### config.mk
export PLATFORM = sky130hd
export DESIGN_NAME = pf_iod_lvds_rx_word_align
export DESIGN_NICKNAME = d
export VERILOG_FILES = /design/src/rtl/pf_iod_lvds_rx_word_align.sv
export SDC_FILE = /design/constraint.sdc
export NUM_CORES = 1
export LEC_CHECK = 0
export ABC_AREA = 1
export CAP_MARGIN = 0
export CORE_MARGIN = 1.5
export CORE_UTILIZATION = 50
export DETAILED_ROUTE_END_ITERATION = 8
export PLACE_DENSITY = 0.82
export SLEW_MARGIN = 20
export SYNTH_ARGS = -nofsm -noshare
export SYNTH_HDL_FRONTEND = slang
export SYNTH_SLANG_ARGS = --single-unit
### constraint.sdc
create_clock -name FAB_CLK -period 3.51 [get_ports FAB_CLK]
set_input_delay 0.351 -clock FAB_CLK [delete_from_list [all_inputs] [get_ports FAB_CLK]]
set_output_delay 0.351 -clock FAB_CLK [all_outputs]
set_load 0.02 [all_outputs]
### src/rtl/pf_iod_lvds_rx_word_align.sv
// Word aligner for the 10:1 LVDS RX: pulses the IOD bit-slip until TRAIN_PATTERN repeats, then locks.
// RX_DATA_OUT has 1-cycle latency with no backpressure; status outputs trail the FSM state by one register.
module pf_iod_lvds_rx_word_align #(
   parameter int                    DATA_WIDTH    = 10,
   parameter logic [DATA_WIDTH-1:0] TRAIN_PATTERN = 10'h3F0,
   parameter int                    MATCH_COUNT   = 8,
   parameter int                    SETTLE_CYCLES = 4,
   parameter int                    MAX_SLIPS     = 9
) (
   input  logic                           FAB_CLK,
   input  logic                           RX_SYNC_RST,
   input  logic                           ALIGN_START,
   input  logic [DATA_WIDTH-1:0]          RX_DATA_0,
   output logic                           RX_BIT_SLIP,
   output logic [DATA_WIDTH-1:0]          RX_DATA_OUT,
   output logic                           RX_DATA_VALID,
   output logic                           ALIGN_LOCKED,
   output logic                           ALIGN_ERR,
   output logic [$clog2(MAX_SLIPS+1)-1:0] SLIP_CNT
);
   localparam int SW = $clog2(MAX_SLIPS+1);
   localparam int MW = $clog2(MATCH_COUNT+1);
   localparam int CW = $clog2(SETTLE_CYCLES+1);

   typedef enum logic [2:0] {IDLE, SETTLE, CHECK, SLIP, LOCKED, FAIL} state_t;

   state_t                state_q, state_d;
   logic [CW-1:0]         settle_q, settle_d;
   logic [MW-1:0]         match_q, match_d;
   logic [SW-1:0]         slip_q, slip_d;
   logic                  locked_q, locked_d;
   logic                  err_q, err_d;
   logic [DATA_WIDTH-1:0] data_q;

   always_ff @(posedge FAB_CLK) begin
      if (RX_SYNC_RST) begin
         state_q  <= IDLE;
         settle_q <= '0;
         match_q  <= '0;
         slip_q   <= '0;
         locked_q <= 1'b0;
         err_q    <= 1'b0;
         data_q   <= '0;
      end else begin
         state_q  <= state_d;
         settle_q <= settle_d;
         match_q  <= match_d;
         slip_q   <= slip_d;
         locked_q <= locked_d;
         err_q    <= err_d;
         data_q   <= RX_DATA_0;
      end
   end

   always_comb begin
      state_d  = state_q;
      settle_d = settle_q;
      match_d  = match_q;
      slip_d   = slip_q;
      case (state_q)
         IDLE: ;
         SETTLE: begin
            settle_d = settle_q - CW'(1);
            if (settle_q == CW'(1)) begin
               state_d = CHECK;
               match_d = '0;
            end
         end
         CHECK: begin
            if (RX_DATA_0 == TRAIN_PATTERN) begin
               match_d = match_q + MW'(1);
               if (match_q == MW'(MATCH_COUNT - 1))
                  state_d = LOCKED;
            end else begin
               match_d = '0;
               state_d = (slip_q == SW'(MAX_SLIPS)) ? FAIL : SLIP;
            end
         end
         SLIP: begin
            slip_d   = slip_q + SW'(1);
            settle_d = CW'(SETTLE_CYCLES);
            state_d  = SETTLE;
         end
         LOCKED: ;
         FAIL: ;
         default: state_d = IDLE;
      endcase

      // A restart overrides whatever the current state decided, including a slip in progress.
      if (ALIGN_START) begin
         state_d  = SETTLE;
         settle_d = CW'(SETTLE_CYCLES);
         match_d  = '0;
         slip_d   = '0;
      end

      locked_d = (state_q == LOCKED) && !ALIGN_START;
      err_d    = (err_q || (state_q == FAIL)) && !ALIGN_START;
   end

   assign RX_BIT_SLIP   = (state_q == SLIP);
   assign RX_DATA_OUT   = data_q;
   assign RX_DATA_VALID = locked_q;
   assign ALIGN_LOCKED  = locked_q;
   assign ALIGN_ERR     = err_q;
   assign SLIP_CNT      = slip_q;

endmodule

Word level (Yosys, flattened, before mapping)

Index checks and enable logic that the tools add are counted.

Add/sub/neg operators: 3
Equal/unequal tests: 14
Muxes and demuxes: 11
Bitwise logic cells: 1
Reduce and logical (&&, ||, !) cells: 13

Operators with widths:

| kind                 | number |
|---|---|
| $mux 3               | 5 |
| $pmux 3 s4           | 1 |
| $eq 10x10->1 const B | 1 |
| $add 4x1->4 const B  | 2 |
| $mux 4               | 2 |
| $pmux 4 s2           | 1 |
| $eq 3x1->1 const B   | 2 |
| $eq 3x2->1 const B   | 2 |
| $eq 3x3->1 const B   | 2 |
| $ne 3x3->1 const B   | 2 |
| $pmux 3 s2           | 1 |
| $reduce_and 3->1     | 2 |
| $eq 4x3->1 const B   | 1 |
| $eq 4x4->1 const B   | 1 |
| $ne 4x4->1 const B   | 1 |
| $reduce_bool 2->1    | 2 |
| $logic_not 3->1      | 1 |
| $reduce_bool 3->1    | 1 |
| $reduce_or 3->1      | 1 |
| $sub 3x1->3 const B  | 1 |
| $logic_and 1x1->1    | 2 |
| $ne 2x1->1 const B   | 1 |
| $ne 2x2->1 const B   | 1 |
| $reduce_and 2->1     | 1 |
| 5 further kinds      | 5 |

Register bits: 26
Logic and storage cells: 51

Depth between registers and ports, before layout

Gate-level depths: netlist (run 1).

Depth in word-level cells: 5
Mapped depth: 8
Gate-level depth less buffers: 8

Worst setup path after synthesis (run 1)

Ideal clock, no wire load.

Path kind: flip-flop to flip-flop
Start: register slip_q[1], in the netlist SLIP_CNT[1]
End: register state_q[1]
Data arrival time: 1.075 ns
Slack: 2.365 ns
Cell stages (with the launch flop): 8
Path buffers: 0
Period minus slack after synthesis: 1.145 ns
Cells stage by stage: dfxtp_1 inv_1 ha_1 nand3_1 nand3_1 nand2_1 nand2_1 a21oi_1

Cells in the longest elaborated chain, start to end: 4

Ends and longest elaborated chain:

| what                     | line | RTL |
|---|---|---|
| start: declaration       | 30   | `logic [SW-1:0] slip_q, slip_d;` |
| start signal: assignment | 48   | `slip_q <= slip_d;` |
| $eq 4x4->1               | 76   | `state_d = (slip_q == SW'(MAX_SLIPS)) ? FAIL : SLIP;` |
| $mux 3                   | 76   |  |
| $mux 3                   | 70   | `if (RX_DATA_0 == TRAIN_PATTERN) begin` |
| $pmux 3 s4               | 60   | `case (state_q)` |
| end signal: assignment   | 45   | `state_q <= state_d;` |
| end: declaration         | 27   | `state_t state_q, state_d;` |

No other way between the ends.
A chain may end at the register's enable or synchronous reset.

Worst setup path after layout (run 1)

Start: register state_q[1]
End: output RX_BIT_SLIP

Cells in the longest elaborated chain, start to end: 1

Ends and longest elaborated chain:

| what             | line | RTL |
|---|---|---|
| $eq 3x2->1       | 101  | `assign RX_BIT_SLIP = (state_q == SLIP);` |
| end: declaration | 14   | `output logic RX_BIT_SLIP,` |

No other way between the ends.

==> results of run 1 <==
[layout by cell type (no fill, tap or decap), drive strengths merged]
cell type	netlist	final
o31ai	1	1
a21oi	11	11
nand4	3	3
a31o	1	1
nand3	10	10
a2bb2oi	1	1
nor2	31	31
xor2	1	1
a211o	1	1
o21ai	8	8
ha	5	5
clkbuf	1	3
a21boi	1	1
nand2	19	19
dfxtp	26	26
inv	32	32
clkdlybuf4s50	0	30
[layer usage]
metal	GRT usage (%)	wire length (microns)
met5	0	0
met1	20.90	959
met3	4.094	131
met4	9.459	44
met2	35.96	1175
[kinds of logic after synthesis]
logic type | share of synthesized area [%]
flops | 45.51
buf+inv | 11.49
fa+ha+maj | 5.470
simple gates | 24.51
xor+xnor | 0.7660
compound gates | 12.26
[per-stage QoR]
| step | area, sq um | power (W) | hold WS (ns) | setup WS [ns] | cells |
|---|---|---|---|---|---|
| finish | 1490 | 0.0004944 | 0.5032 | 1.390 | 212 |
| global route | 1490 | 0.0005160 | 0.5194 | 1.278 | 212 |
| CTS | 1490 | 0.0005001 | 0.5001 | 1.377 | 212 |
| detailed placement | 1468 | 0.0003806 | 0.4593 | 1.570 | 209 |
| global placement | 1468 | 0.0003792 | 0.4624 | 1.635 | 209 |
| floorplan | 1144 | 0.0003478 | 0.4545 | 2.365 | 153 |
[where the power goes]
part	internal (W)	total, W	switching (W)	leakage (nW)
Clock	0.0000402	0.000121	0.0000804	0.0138
Combinational	0.0000324	0.0000658	0.0000334	0.441
Sequential	0.000304	0.000308	0.00000390	0.213
Total	0.000377	0.000494	0.000118	0.668
[critical path, delay by kind of cell, from the launching register on]
family,cells,cell delay [ns]
flops,1,0.45
simple gates,2,0.20
buf+inv,3,0.80
[sequential cells by signal (all words and copies together), names as in the netlist]
register / count
ALIGN_LOCKED: 1
settle_q: 3
RX_DATA_OUT: 10
ALIGN_ERR: 1
state_q: 3
SLIP_CNT: 4
match_q: 4
[area by class of cell]
class,instances,area (sq um)
timing repair buffer,30,300.3
clock buffer,3,22.52
fill,189,700.7
inverter,32,120.1
sequential,26,520.5
tap,28,35.03
multi-input combinational,93,491.7
[final timing paths]
kind	start	endpoint	slack, ns	cells after the start
worst min register to register	ALIGN_ERR	ALIGN_ERR	0.50	2
worst max register to register	settle_q[1]	state_q[1]	2.22	8
worst max-delay path	state_q[1]	RX_BIT_SLIP	1.39	5
worst min-delay path	ALIGN_ERR	ALIGN_ERR	0.50	2
==> flow_summary_export.csv, run 1 <==
group,metric,value,unit
timing,setup_viol,0,
timing,clock.fmax,471.7,MHz
min_path,worstHoldPathType,"reg2reg",
detailed_routing,dr.pass1.iters,4,
detailed_routing,wirelength,2310,microns
critical_path,cp.required,3.16,ns
layout,area_growth,30.31,%
critical_path,cp_max_fo,5,
timing,finalSetupTns,0,ns
synth,syn_nets,171,
run_status,outcome,"completed",
synth,syn-cell-area,0.001144,sq mm
critical_path,crit_top_cell,"inv_2",
power_and_ir_drop,ir_drop,0.2423,mV
critical_path,endpoint_kind,"primary output",
synth,synth_cells,153,
timing,maxSlewHeadroom,72.06,%
cts,cts_sinks,26,
critical_path,path_cells,"inv_2 -> nor2_4 -> nand2_2 -> inv_2 -> clkdlybuf4s50_1",
floorplanning,die-area,0.002583,sq mm
layout,drive_gt1_share,7.609,%
cts,cts.path.max_buffers,2,
timing,post-route-period-util,60.40,%
cts,ctsHoldBuffers,0,
floorplanning,die_w,50.83,microns
power_and_ir_drop,p_per_area,331.8,mW/mm^2
layout,diodes,0,
floorplanning,core_area,0.002191,sq mm
synth,yosys_register_bits,26,
power_and_ir_drop,power_leakage,0.6677,nW
critical_path,cp_data_arrival_time,1.77,ns
cts,cts_tree,"done",
timing,min_period,2.120,ns
global_route,grt-ovfl-total,0,
layout,nets,204,
floorplanning,die_h,50.83,microns
critical_path,critPathMaxStageDelay,0.62,ns
layout,fin_util,68.02,%
synth,synth_commonest_cells,"inv_1, nor2_1, dfxtp_1, nand2_1",
synth,ys_types,23,
critical_path,crit_path_top_delay_cell,"clkdlybuf4s50_1",
detailed_routing,detail_route.wl_per_cell,10.90,microns
critical_path,start_kind,"flop",
timing,max_slew.worst_pin.slew,0.4178,ns
floorplanning,initial_core_util,52.20,%
cts,htreeDepth,1,
floorplanning,rows,17,
synth,synth.top_cell.area_share,45.51,%
detailed_routing,ant_nets,0,
synth,synth_ff_type,"dfxtp_1",
synth,async_flop_share,0,%
detailed_routing,drtIter0Drc,22,
detailed_routing,drc,0,
synth,synth_edf_count,0,
detailed_routing,vias_per_cell,4.929,
global_route,grt_start_max_net_pins,14,
timing,finalHoldViolCount,0,
floorplanning,ios,31,
synth,yosysWarnings,0,
synth,yosysTopAreaCell,"dfxtp_1",
timing,drv_slew,0,
timing,rsz0062_at_grt,"false",
cts,postCtsResizedCells,0,
synth,synthTopCellsByArea,"dfxtp_1, inv_1, nor2_1",
synth,avgSynthCellArea,7.474,sq um
critical_path,crit_type,"reg2out",
timing,clock_skew,0.003171,ns
cts,postCtsSetupRepairBufs,0,
detailed_routing,vias,1045,
global_route,grt_pass1_wl,3774,microns
global_route,antenna_found_initial,0,
cts,root_buffer,"clkbuf_4",
place,dp_hpwl,1787,microns
place,gp_routability_congestion,0.8173,
place,numPortBuffers,30,
global_route,track_usage,19.46,%
cts,clock_latency,0.31,ns
global_route,first_global_vias,951,
cts,clkTransAtPathRegs,0.13,ns
synth,yosysSeqAreaShare,45.51,%
cts,cts_buffers,3,
run,maxCapViolations,0,
Power figures use the tool's default switching activity.
==> run 2, diff against run 1 <==
- CORE_UTILIZATION: 50 -> 42
- PLACE_DENSITY: 0.82 -> 0.74
- clock period: 3.51 -> 1.9 ns (I/O delays scaled with it)
==> run 2 against run 1 <==
Setup slack worse by 1.1 ns. Clock-buffer cell count stayed put. Via count barely moved. Clock skew rose by 0.0017 ns. Highest routed layer unchanged.
==> flow_summary_export.csv, run 2 (synthesized netlist as in run 1, its figures left out) <==
group,metric,value,unit
run_status,outcome,"completed",
power_and_ir_drop,comb_power_share,11.7,%
power_and_ir_drop,clockPowerShare,35.1,%
power_and_ir_drop,p_sw,0.0002334,W
timing,finalSetupTns,0,ns
timing,drv_slew,0,
cts,clkTransAtPathRegs,0.14,ns
cts,clock_latency,0.32,ns
power_and_ir_drop,p_int,0.0008379,W
critical_path,cp_max_fo,5,
detailed_routing,drtIter0Drc,18,
detailed_routing,vias_per_cell,4.811,
floorplanning,rows,18,
power_and_ir_drop,power_leakage,0.6966,nW
detailed_routing,wirelength,2376,microns
detailed_routing,dr.pass1.iters,4,
floorplanning,die_w,55.18,microns
cts,cts_tree,"done",
timing,post-route-period-util,85.88,%
layout,fillers,246,
cts,root_buffer,"clkbuf_4",
critical_path,cp.required,1.71,ns
floorplanning,core_area,0.002522,sq mm
detailed_routing,detail_route.wl_per_cell,10.95,microns
power_and_ir_drop,sw_frac_of_total,21.79,%
critical_path,start_kind,"flop",
critical_path,endpoint_kind,"primary output",
layout,fin_util,60.91,%
layout,area_growth,34.35,%
timing,clock.fmax,612.9,MHz
floorplanning,initial_core_util,45.34,%
layout,nets,206,
place,gp_routability_congestion,0.8100,
timing,maxSlewHeadroom,81.63,%
cts,cts_buffers,3,
place,dp_cells,213,
layout,diodes,0,
floorplanning,die_h,55.18,microns
layout,layout_common_cells,"inv_1, nor2_1, clkdlybuf4s50_1",
power_and_ir_drop,pwr-share-seq,53.2,%
timing,min_period,1.632,ns
global_route,track_usage,18.78,%
critical_path,crit_type,"reg2out",
run,maxCapViolations,0,
place,dp_hpwl,1935,microns
floorplanning,die-area,0.003045,sq mm
layout,fin_cells,217,
timing,max_slew.worst_pin.slew,0.2745,ns
critical_path,cp_data_arrival_time,1.44,ns
global_route,grt_start_max_net_pins,16,
timing,rsz0062_at_grt,"false",
place,numPortBuffers,30,
min_path,worstHoldPathType,"in2reg",
global_route,grt-ovfl-total,0,
detailed_routing,drc,0,
detailed_routing,ant_nets,0,
layout,fin_area,0.001536,sq mm
layout,drive_gt1_share,9.091,%
global_route,antenna_found_initial,0,
timing,clock_skew,0.004878,ns
timing,finalHoldViolCount,0,
timing,setup_viol,0,
cts,htreeDepth,1,
power_and_ir_drop,ir_drop,0.4507,mV
power_and_ir_drop,p_per_area,697.2,mW/mm^2
floorplanning,ios,31,
layout,largest_reg_flops,10,
cts,cts.path.max_buffers,2,
global_route,grt_pass1_wl,4008,microns
detailed_routing,vias,1044,
power_and_ir_drop,finalPower,0.001071,W
place,post_dp_cell_area,0.001485,sq mm
cts,postCtsSetupRepairBufs,0,
global_route,first_global_vias,954,
cts,cts_sinks,26,
[run 2: changes by cell type in the layout (fill, tap and decap cells not counted), sizes merged]
cell           before  now
buf                 0    2
bufinv              0    1
clkdlybuf4s50      30   29
dlygate4sd2         0    1
[run 2: area by class of cell]
cell class                      count  area [sq um]  area share, %
Clock inverter                      1         30.03          1.954
Sequential cell                    26         520.5          33.88
Inverter                           32         120.1          7.818
Timing Repair Buffer               32         314.1          20.44
Tap cell                           30         37.54          2.443
Multi-Input combinational cell     93         491.7          32.00
Clock buffer                        3         22.52          1.466
[run 2: repair_timing]
| action | in CTS | in global routing |
|---|---|---|
| hold buffers | 0 | 0 |
| endpoints found under the setup margin | 1 | 0 |
| gates resized for setup | 1 | 0 |
[run 2: per-layer routing]
metal  up-vias  GRT usage (%)  wire [microns]
met1       468          22.39            1057
li1        547              -               -
met3         6          4.032              76
met5         -              0               0
met2        23          33.13            1199
met4         0          6.504              43
[run 2: final timing paths]
kind / from / endpoint / slack [ns] / cells after the start
max: state_q[1] / RX_BIT_SLIP / 0.27 / 5
min: RX_DATA_0[4] / RX_DATA_OUT[4] / 0.40 / 3
max reg2reg: settle_q[1] / state_q[1] / 0.56 / 8
min reg2reg: ALIGN_ERR / ALIGN_ERR / 0.48 / 2
[run 2: critical path, cell delays in order, from the launching register on]
cell           delay [ns]
dfxtp_1              0.43
inv_2                0.08
nor2_4               0.11
nand2_2              0.08
inv_2                0.09
dlygate4sd2_1        0.33
[run 2: through the flow]
step | setup slack [ns] | hold slack (ns)
global route | 0.1471 | 0.3901
CTS | 0.2526 | 0.3859
global placement | 0.3920 | 0.4446
detailed placement | 0.3505 | 0.4504
floorplan | 0.7551 | 0.2970
finish | 0.2684 | 0.3976
[run 2: power by group through the flow]
stage                     sequential, W  clock [W]  combinational (W)
final                          0.000570   0.000376           0.000126
after global routing           0.000573   0.000413           0.000138
after CTS                      0.000570   0.000391           0.000127
after detailed placement       0.000582          0           0.000126
after global placement         0.000581          0           0.000123
after floorplan                0.000595          0          0.0000472
